**config.mk**
```make
export PLATFORM = sky130hd
export DESIGN_NAME = uart_cmd_parser
export DESIGN_NICKNAME = d
export VERILOG_FILES = /design/src/rtl/uart_cmd_pkg.sv /design/src/rtl/rx_strobe_edge.sv /design/src/rtl/uart_cmd_parser.sv
export SDC_FILE = /design/constraint.sdc
export NUM_CORES = 1
export LEC_CHECK = 0
export CAP_MARGIN = 25
export CELL_PAD_IN_SITES_DETAIL_PLACEMENT = 0
export CELL_PAD_IN_SITES_GLOBAL_PLACEMENT = 1
export CORE_ASPECT_RATIO = 1.2
export CORE_UTILIZATION = 39
export DETAILED_ROUTE_END_ITERATION = 16
export GPL_TIMING_DRIVEN = 0
export PLACE_DENSITY = 0.8
export SLEW_MARGIN = 20
export SYNTH_ARGS = -nofsm -noshare
export SYNTH_HDL_FRONTEND = slang
export SYNTH_SLANG_ARGS = --single-unit
export TNS_END_PERCENT = 1
```
**constraint.sdc**
```tcl
create_clock -name clk -period 2.41 [get_ports clk]
set_clock_uncertainty 0.2 [all_clocks]
set_input_delay 0.482 -clock clk [delete_from_list [all_inputs] [get_ports clk]]
set_output_delay 0.482 -clock clk [all_outputs]
set_load 0.03 [all_outputs]
```
**src/rtl/uart_cmd_pkg.sv**
```systemverilog
// uart_cmd_pkg: shared types and constants for the UART command frame parser.
// Holds the parser states, the frame field widths and the checksum helper.
package uart_cmd_pkg;

   typedef enum logic [2:0] {
      IDLE,
      GET_CH,
      GET_CODE,
      GET_CHK,
      SEND,
      WAIT_ACK,
      WAIT_DONE
   } state_e;

   localparam int CH_MAX = 3;
   localparam logic [7:0] SYNC_DEFAULT = 8'hA5;
   localparam int CH_W = 2;
   localparam int CODE_W = 8;
   localparam int WORD_W = CH_W + CODE_W;

   function automatic logic [7:0] frame_chk(
      input logic [7:0] sync,
      input logic [7:0] ch,
      input logic [7:0] code
   );
      return sync ^ ch ^ code;
   endfunction

endpackage

```
**src/rtl/rx_strobe_edge.sv**
```systemverilog
// rx_strobe_edge: turns the receiver "byte ready" level into a one-cycle
// strobe and presents the byte, optionally bit-mirrored.
module rx_strobe_edge #(
   parameter bit REVERSE_BITS = 1'b1
) (
   input  logic       clk,
   input  logic       reset_n,
   input  logic [7:0] rx_data,
   input  logic       rx_valid,
   output logic       byte_stb,
   output logic [7:0] rx_byte
);

   logic       valid_q;
   logic [7:0] rev;

   // previous rx_valid level, so a held level yields only one byte
   always_ff @(posedge clk or negedge reset_n) begin
      if (!reset_n) valid_q <= 1'b0;
      else          valid_q <= rx_valid;
   end

   // bit mirror of the receiver byte
   always_comb begin
      rev = '0;
      for (int i = 0; i < 8; i++) rev[i] = rx_data[7-i];
   end

   assign byte_stb = rx_valid & ~valid_q;
   assign rx_byte  = REVERSE_BITS ? rev : rx_data;

endmodule

```
**src/rtl/uart_cmd_parser.sv**
```systemverilog
// uart_cmd_parser: validates SYNC/CH/CODE/CHK frames from the UART and
// hands {channel, code} to the SPI transmitter, tracking its chip-select.
module uart_cmd_parser
   import uart_cmd_pkg::*;
#(
   parameter logic [7:0] SYNC_BYTE      = SYNC_DEFAULT,
   parameter int         TIMEOUT_CYCLES = 50000,
   parameter bit         REVERSE_BITS   = 1'b1
) (
   input  logic              clk,
   input  logic              reset_n,
   input  logic [7:0]        rx_data,
   input  logic              rx_valid,
   input  logic              spi_cs_n,
   output logic [WORD_W-1:0] spi_data,
   output logic              spi_start,
   output logic              frame_ok,
   output logic              frame_err,
   output logic [7:0]        err_cnt,
   output logic [7:0]        last_code
);

   localparam int TW = $clog2(TIMEOUT_CYCLES + 1);

   state_e state, state_n;

   logic              byte_stb;
   logic [7:0]        rx_byte;
   logic [CH_W-1:0]   ch_q;
   logic [CODE_W-1:0] code_q;
   logic [TW-1:0]     tmo_cnt;
   logic              tmo_hit;
   logic              ld_ch, ld_code, ok, start, err;

   rx_strobe_edge #(
      .REVERSE_BITS (REVERSE_BITS)
   ) u_rx (
      .clk      (clk),
      .reset_n  (reset_n),
      .rx_data  (rx_data),
      .rx_valid (rx_valid),
      .byte_stb (byte_stb),
      .rx_byte  (rx_byte)
   );

   assign tmo_hit = (state != IDLE) &&
                    (tmo_cnt == TW'(TIMEOUT_CYCLES - 1));

   // state register
   always_ff @(posedge clk or negedge reset_n) begin
      if (!reset_n) state <= IDLE;
      else          state <= state_n;
   end

   // next state and control strobes; a timeout wins over any byte
   always_comb begin
      state_n = state;
      ld_ch   = 1'b0;
      ld_code = 1'b0;
      ok      = 1'b0;
      start   = 1'b0;
      err     = 1'b0;
      if (tmo_hit) begin
         err     = 1'b1;
         state_n = IDLE;
      end else begin
         unique case (state)
            IDLE: begin
               if (byte_stb && rx_byte == SYNC_BYTE) state_n = GET_CH;
            end
            GET_CH: begin
               if (byte_stb) begin
                  if (rx_byte <= 8'(CH_MAX)) begin
                     ld_ch   = 1'b1;
                     state_n = GET_CODE;
                  end else begin
                     err     = 1'b1;
                     state_n = IDLE;
                  end
               end
            end
            GET_CODE: begin
               if (byte_stb) begin
                  ld_code = 1'b1;
                  state_n = GET_CHK;
               end
            end
            GET_CHK: begin
               if (byte_stb) begin
                  if (rx_byte == frame_chk(SYNC_BYTE, 8'(ch_q), code_q)) begin
                     ok      = 1'b1;
                     state_n = SEND;
                  end else begin
                     err     = 1'b1;
                     state_n = IDLE;
                  end
               end
            end
            SEND: begin
               if (spi_cs_n) begin
                  start   = 1'b1;
                  state_n = WAIT_ACK;
               end
            end
            WAIT_ACK: begin
               if (!spi_cs_n) state_n = WAIT_DONE;
            end
            WAIT_DONE: begin
               if (spi_cs_n) state_n = IDLE;
            end
            default: state_n = IDLE;
         endcase
      end
   end

   // gap/handshake timer, restarted on every state change and idle in IDLE
   always_ff @(posedge clk or negedge reset_n) begin
      if (!reset_n)                                 tmo_cnt <= '0;
      else if (state == IDLE || state_n != state)  tmo_cnt <= '0;
      else                                          tmo_cnt <= tmo_cnt + 1'b1;
   end

   // frame fields, output word, status pulses and saturating error count
   always_ff @(posedge clk or negedge reset_n) begin
      if (!reset_n) begin
         ch_q      <= '0;
         code_q    <= '0;
         spi_data  <= '0;
         last_code <= '0;
         spi_start <= 1'b0;
         frame_ok  <= 1'b0;
         frame_err <= 1'b0;
         err_cnt   <= '0;
      end else begin
         spi_start <= start;
         frame_ok  <= ok;
         frame_err <= err;
         if (ld_ch)   ch_q   <= rx_byte[CH_W-1:0];
         if (ld_code) code_q <= rx_byte;
         if (ok) begin
            spi_data  <= {ch_q, code_q};
            last_code <= code_q;
         end
         if (err && err_cnt != 8'hFF) err_cnt <= err_cnt + 8'd1;
      end
   end

endmodule

```
# Word level (Yosys, flattened, before mapping)
# Cells that the tools add are included.
# classes
add_sub_neg	2
n_reduce_logical	6
order_cmp	1
eq_ne	11
muxes	32
n_bitwise	4
# ops
op	n
$mux W3	9
$pmux W3 S7	1
$mux W1	19
$add A16 B1 Y16 const B	1
$eq A16 B16 Y1 const B	1
$mux W16	1
$eq A3 B3 Y1 const B	3
$add A8 B1 Y8 const B	1
$eq A8 B8 Y1	1
$eq A8 B8 Y1 const B	1
$le A8 B2 Y1 const B	1
$ne A8 B8 Y1 const B	1
$xor A8 B8 Y8	1
$eq A3 B2 Y1 const B	2
$not A1 Y4	1
$eq A3 B1 Y1 const B	1
$logic_and A1 B1 Y1	3
$logic_not A3 Y1	1
$ne A3 B3 Y1	1
$reduce_bool A3 Y1	1
$mux W2	1
$pmux W1 S2	1
$and A1 B1 Y1	1
$logic_or A1 B1 Y1	1
$not A1 Y1	1
# word_totals
wordCells	67
inputBits	12
reg_bits	59
output_inout_bits	29

# Longest topological paths before layout
# logic_depth
depth_word	10
depth_mapped	9
depth_no_buf	6

# Modules after synthesis
# From an unflattened synthesis, not the netlist that was laid out.
# unflattened
hier_cells	251
area_unflattened_um2	2720.1
# by_module_without_submodules
module	area_per_inst_um2	seq_area_each_um2	n_inst	cells_each
uart_cmd_parser	2621.3	1251.2	1	241
rx_strobe_edge	98.8	25.0	1	10

# Worst setup path after synthesis
# No wires, ideal clock.
# synth_timing
path_kind	reg-to-reg
from	register tmo_cnt[0]
to	register tmo_cnt[10]
path_slack_ps	167
n_path_buf	3
t_arrival_ps	1956
required_time_ps	2123
stages_incl_launch_ff	10
period_less_slack_ps	2243
setup_ps	87
cell_sequence	dfrtp_1 ha_1 and3_1 buf_6 o311a_1 and4_4 buf_6 mux2_4 buf_6 a211oi_2
# synth_between
elab_chain_len	6
elab_cells_between_ends	7
cone_classes	add/sub: 1; eq/ne: 2; mux: 2; reduce/logical: 2
# synth_lines
element	line_no	source
from (decl)	uart_cmd_parser.sv:31	logic [TW-1:0] tmo_cnt;
from (signal assigned)	uart_cmd_parser.sv:120	else tmo_cnt <= tmo_cnt + 1'b1;
branches (longest 5 deep; another with $add A16 B1 Y16)	-	
$mux W16 (*)	uart_cmd_parser.sv:119	else if (state == IDLE || state_n != state) tmo_cnt <= '0;
# Every way passes the cells marked *.
# A chain may end at the register's enable or synchronous reset.

# Final worst setup path
# layout_timing
from	register tmo_cnt[0]
to	register err_cnt[5]
# layout_between
elab_chain_len	4
# layout_lines
element	line_no	source
$eq A16 B16 Y1	uart_cmd_parser.sv:47	(tmo_cnt == TW'(TIMEOUT_CYCLES - 1));
$logic_and A1 B1 Y1	uart_cmd_parser.sv:46	assign tmo_hit = (state != IDLE) &&
$mux W1	uart_cmd_parser.sv:63	if (tmo_hit) begin
$logic_and A1 B1 Y1	uart_cmd_parser.sv:144	if (err && err_cnt != 8'hFF) err_cnt <= err_cnt + 8'd1;
to (signal assigned)	uart_cmd_parser.sv:144	
to (decl)	uart_cmd_parser.sv:19	output logic [7:0] err_cnt,
# No other way between the ends.

==> results.toml <==
[status]
status = "finished clean"

[routing]
first_pass_iters = 6
drc = 0
avgRoutedWirePerCell_um = 14.8
viasPerCell = 5.20
drt_wl_total_mm = 5.47
via_count = 1923
postRouteAntennaNets = 0
drtIter0Drc = 67

[worst_setup_path]
r2r-end = "err_cnt[5]"
required_ns = 2.41
r2r_slack_ns = 0.08
crit_fanout = 10
crit_end = "err_cnt[5]"
endpoint_kind = "flop"
startpoint = "tmo_cnt[0]"
path_class = "flop to flop"
ff2ff_path_depth = 8
crit_path_start_kind = "flop"
critPathArrivalTime_ns = 2.33
r2r-start = "tmo_cnt[0]"

[yosys]
avgSynthCellArea_um2 = 11.8
synthTopCellsByArea = "dfrtp_1 (47%), mux2_1 (9.1%), xor2_1 (5.1%), a211oi_2 (4.6%), a211oi_1 (2.7%)"
synthCells = 231
ys_ff_latch = 51
yosysWarnings = 0
synth.distinct_cells = 50
ys_seq_area_share_pct = 46.7
syn_nets = 245
synth_area_leader_cell = "dfrtp_1"
synth_top_area_share_pct = 46.7
netlist_area_mm2 = 0.00273

[layout]
layout-drive-gt1-share_pct = 19.8
fillers = 648
syn_to_final_growth_pct = 26.8
seqCellArea_mm2 = 0.00128
final_net_count = 296
multiInputGateArea_mm2 = 0.00135
antenna_cells = 0

[global_routing]
grt.met3_usage_pct = 3.88
grt_max_degree = 52
grt_use_total_pct = 16.0
grt.overflow.total = 0
grt_util_met1_pct = 19.1
grt_first_pass_wirelength_mm = 8.93
grt-busiest-layer = "met2"
grt_pass1_vias = 1837
antenna_found_initial = 0
met2_usage_pct = 28.5

[cts]
cts_tree = "yes"
clockRootBuffer = "clkbuf_8"
numCtsBuffers = 5
cts_max_level = 2
cts_sinks = 51
insertion_delay_ns = 0.31
cts-hold-fix-buffers = 0
path_clk_slew_ns = 0.10
clockBufferDepth = 2

[timing]
post-route-min-period_ns = 2.33
fmax_mhz = 429
grt_setup_unrepaired = "yes"
slew_headroom_pct = 57.0
hold_viol = 0
final-setup-viol-count = 0
layout_setup_ws_ns = 0.0787
slew_violations = 0
finalCritPeriodShare_pct = 96.7
max_slew.worst_pin.slew_ns = 0.646

[pwr]
pwr_density_cell_mw_per_mm2 = 763
leakage_nw = 1.50
ir_drop_mv = 0.433
totalPowerFinal_mw = 2.64

[placed_design]
pre_cts_slack_ns = -0.497
dpl.hpwl_mm = 3.81
io_buffers = 40
place_congestion = 0.845

[die]
die_x_um = 78.4
start_util_pct = 40.1
die_h_um = 93.7
dieArea_mm2 = 0.00734
core_mm2 = 0.00681
ios = 41
fp-row-count = 33

[run]
maxCapViolCount = 0

[hold_path]
hp-class = "input port to async pin"
==> registers in the layout (all words and copies together), names as in the netlist <==
signal        count
tmo_cnt          16
spi_data         10
code_q            8
err_cnt           8
state             3
ch_q              2
frame_err         1
frame_ok          1
spi_start         1
u_rx.valid_q      1
==> report_power, final <==
group          switching, mW  internal [mW]  leakage (nW)
logic                  0.463          0.414         0.780
clock network          0.293          0.310        0.0581
registers              0.146           1.02         0.665
total                  0.903           1.74          1.50
==> cell usage after synthesis (all sizes together) <==
| master | n |
|---|---|
| a22oi | 1 |
| nand2 | 15 |
| clkbuf | 3 |
| o21ai | 2 |
| and3b | 1 |
| a2bb2oi | 1 |
| xnor3 | 1 |
| o211a | 1 |
| nand4 | 5 |
| and4b | 2 |
| o21bai | 1 |
| nor2 | 5 |
| nand3 | 8 |
| nor2b | 3 |
| a31oi | 1 |
| nor4 | 1 |
| a21boi | 2 |
| xnor2 | 7 |
| and3 | 8 |
| o31ai | 1 |
| and4 | 4 |
| nor3b | 3 |
| nand4b | 1 |
| dfrtp | 51 |
| a21oi | 3 |
| and2 | 2 |
| nor3 | 6 |
| a211oi | 20 |
| o22a | 1 |
| or3 | 1 |
| xor2 | 16 |
| o311a | 1 |
| inv | 1 |
| nand2b | 2 |
| xor3 | 1 |
| mux2i | 2 |
| nor4b | 1 |
| mux2 | 25 |
| or4 | 1 |
| ha | 2 |
| buf | 18 |
==> per-stage QoR <==
stage                     setup TNS (ns)  hold slack [ns]  cells  util (%)  instance area (µm²)
final                                  0         0.000812    370      50.8                 3460
after floorplan                        0          -0.0136    231         -                 2730
after global routing             -0.0756           0.0505    370      50.8                 3460
after CTS                       -0.00252           0.0207    366      49.4                 3370
after global placement            -57.12            0.244    358      47.6                 3240
after detailed placement          -10.78            0.251    358      47.5                 3240
==> routing by layer <==
metal | vias up | share of wire [%]
li1 | 937 | -
met1 | 945 | 43
met2 | 36 | 52
met3 | 5 | 4.1
met4 | 0 | 1.1
met5 | - | 0
==> logic make-up (layout without fill, tap and decap cells) <==
family	after synthesis	after routing	share of synthesized area, %
XOR/XNOR	25	25	9.07
flip-flops	51	51	46.7
multiplexers	27	27	11.2
adder cells (fa/ha/maj)	2	2	0.916
buffers and inverters	22	74	5.59
AND/OR/NAND/NOR	69	69	14.5
AO/OA/AOI/OAI	35	35	12.0
==> how the worst min path moves through the flow <==
stage / startpoint / cells past startpoint / slack, ns / to
detailed placement: tmo_cnt[0] / 1 / 0.25 / tmo_cnt[0]
CTS: reset_n / 1 / 0.02 / err_cnt[3]
global route: reset_n / 1 / 0.05 / code_q[6]
floorplan: reset_n / 0 / -0.01 / ch_q[0]
finish: reset_n / 1 / 0.0008 / code_q[6]
global placement: tmo_cnt[0] / 1 / 0.24 / tmo_cnt[0]
==> critical path: stages, from the launching register on <==
cell      delay, ns
dfrtp_1        0.38
ha_2           0.19
and3_1         0.17
buf_6          0.10
o311a_1        0.18
nand4_1        0.20
buf_6          0.22
a211oi_1       0.24
mux2_1         0.34
==> cell type report <==
cell class	instances	area share (%)
clock inverter	3	1.26
buffer	20	4.66
tap	87	3.14
timing repair buffer	45	13.0
inverter	1	0.108
clock buffer	5	1.99
multi-input combinational	158	39.0
sequential	51	36.8
==> cells in the final DEF (no fill, tap or decap), types with 3 or more instances in the layout <==
cell type / netlist / final
clkbuf_1: 3 / 3
mux2_1: 22 / 22
a211oi_2: 10 / 11
nor3_1: 6 / 5
dfrtp_1: 51 / 51
nand3_1: 8 / 7
and4_1: 3 / 3
dlygate4sd2_1: 0 / 3
and3_1: 8 / 8
buf_6: 4 / 4
xor2_1: 16 / 16
buf_4: 9 / 13
nand2_1: 15 / 14
nor2b_1: 3 / 3
clkdlybuf4s50_1: 0 / 36
clkbuf_8: 0 / 5
a211oi_1: 10 / 9
xnor2_1: 7 / 7
nor2_1: 5 / 5
nand4_1: 5 / 5
==> repair_timing <==
| action | 4_1_cts | 5_1_grt |
|---|---|---|
| endpoints found under the setup margin | 24 | 32 |
| hold endpoints to repair | 0 | 0 |
| buffers inserted | 0 | 4 |
| pin swaps | 3 | 7 |
| resized for setup | 7 | 14 |
| cloned | 0 | 1 |
(Power assumes the default switching activity.)
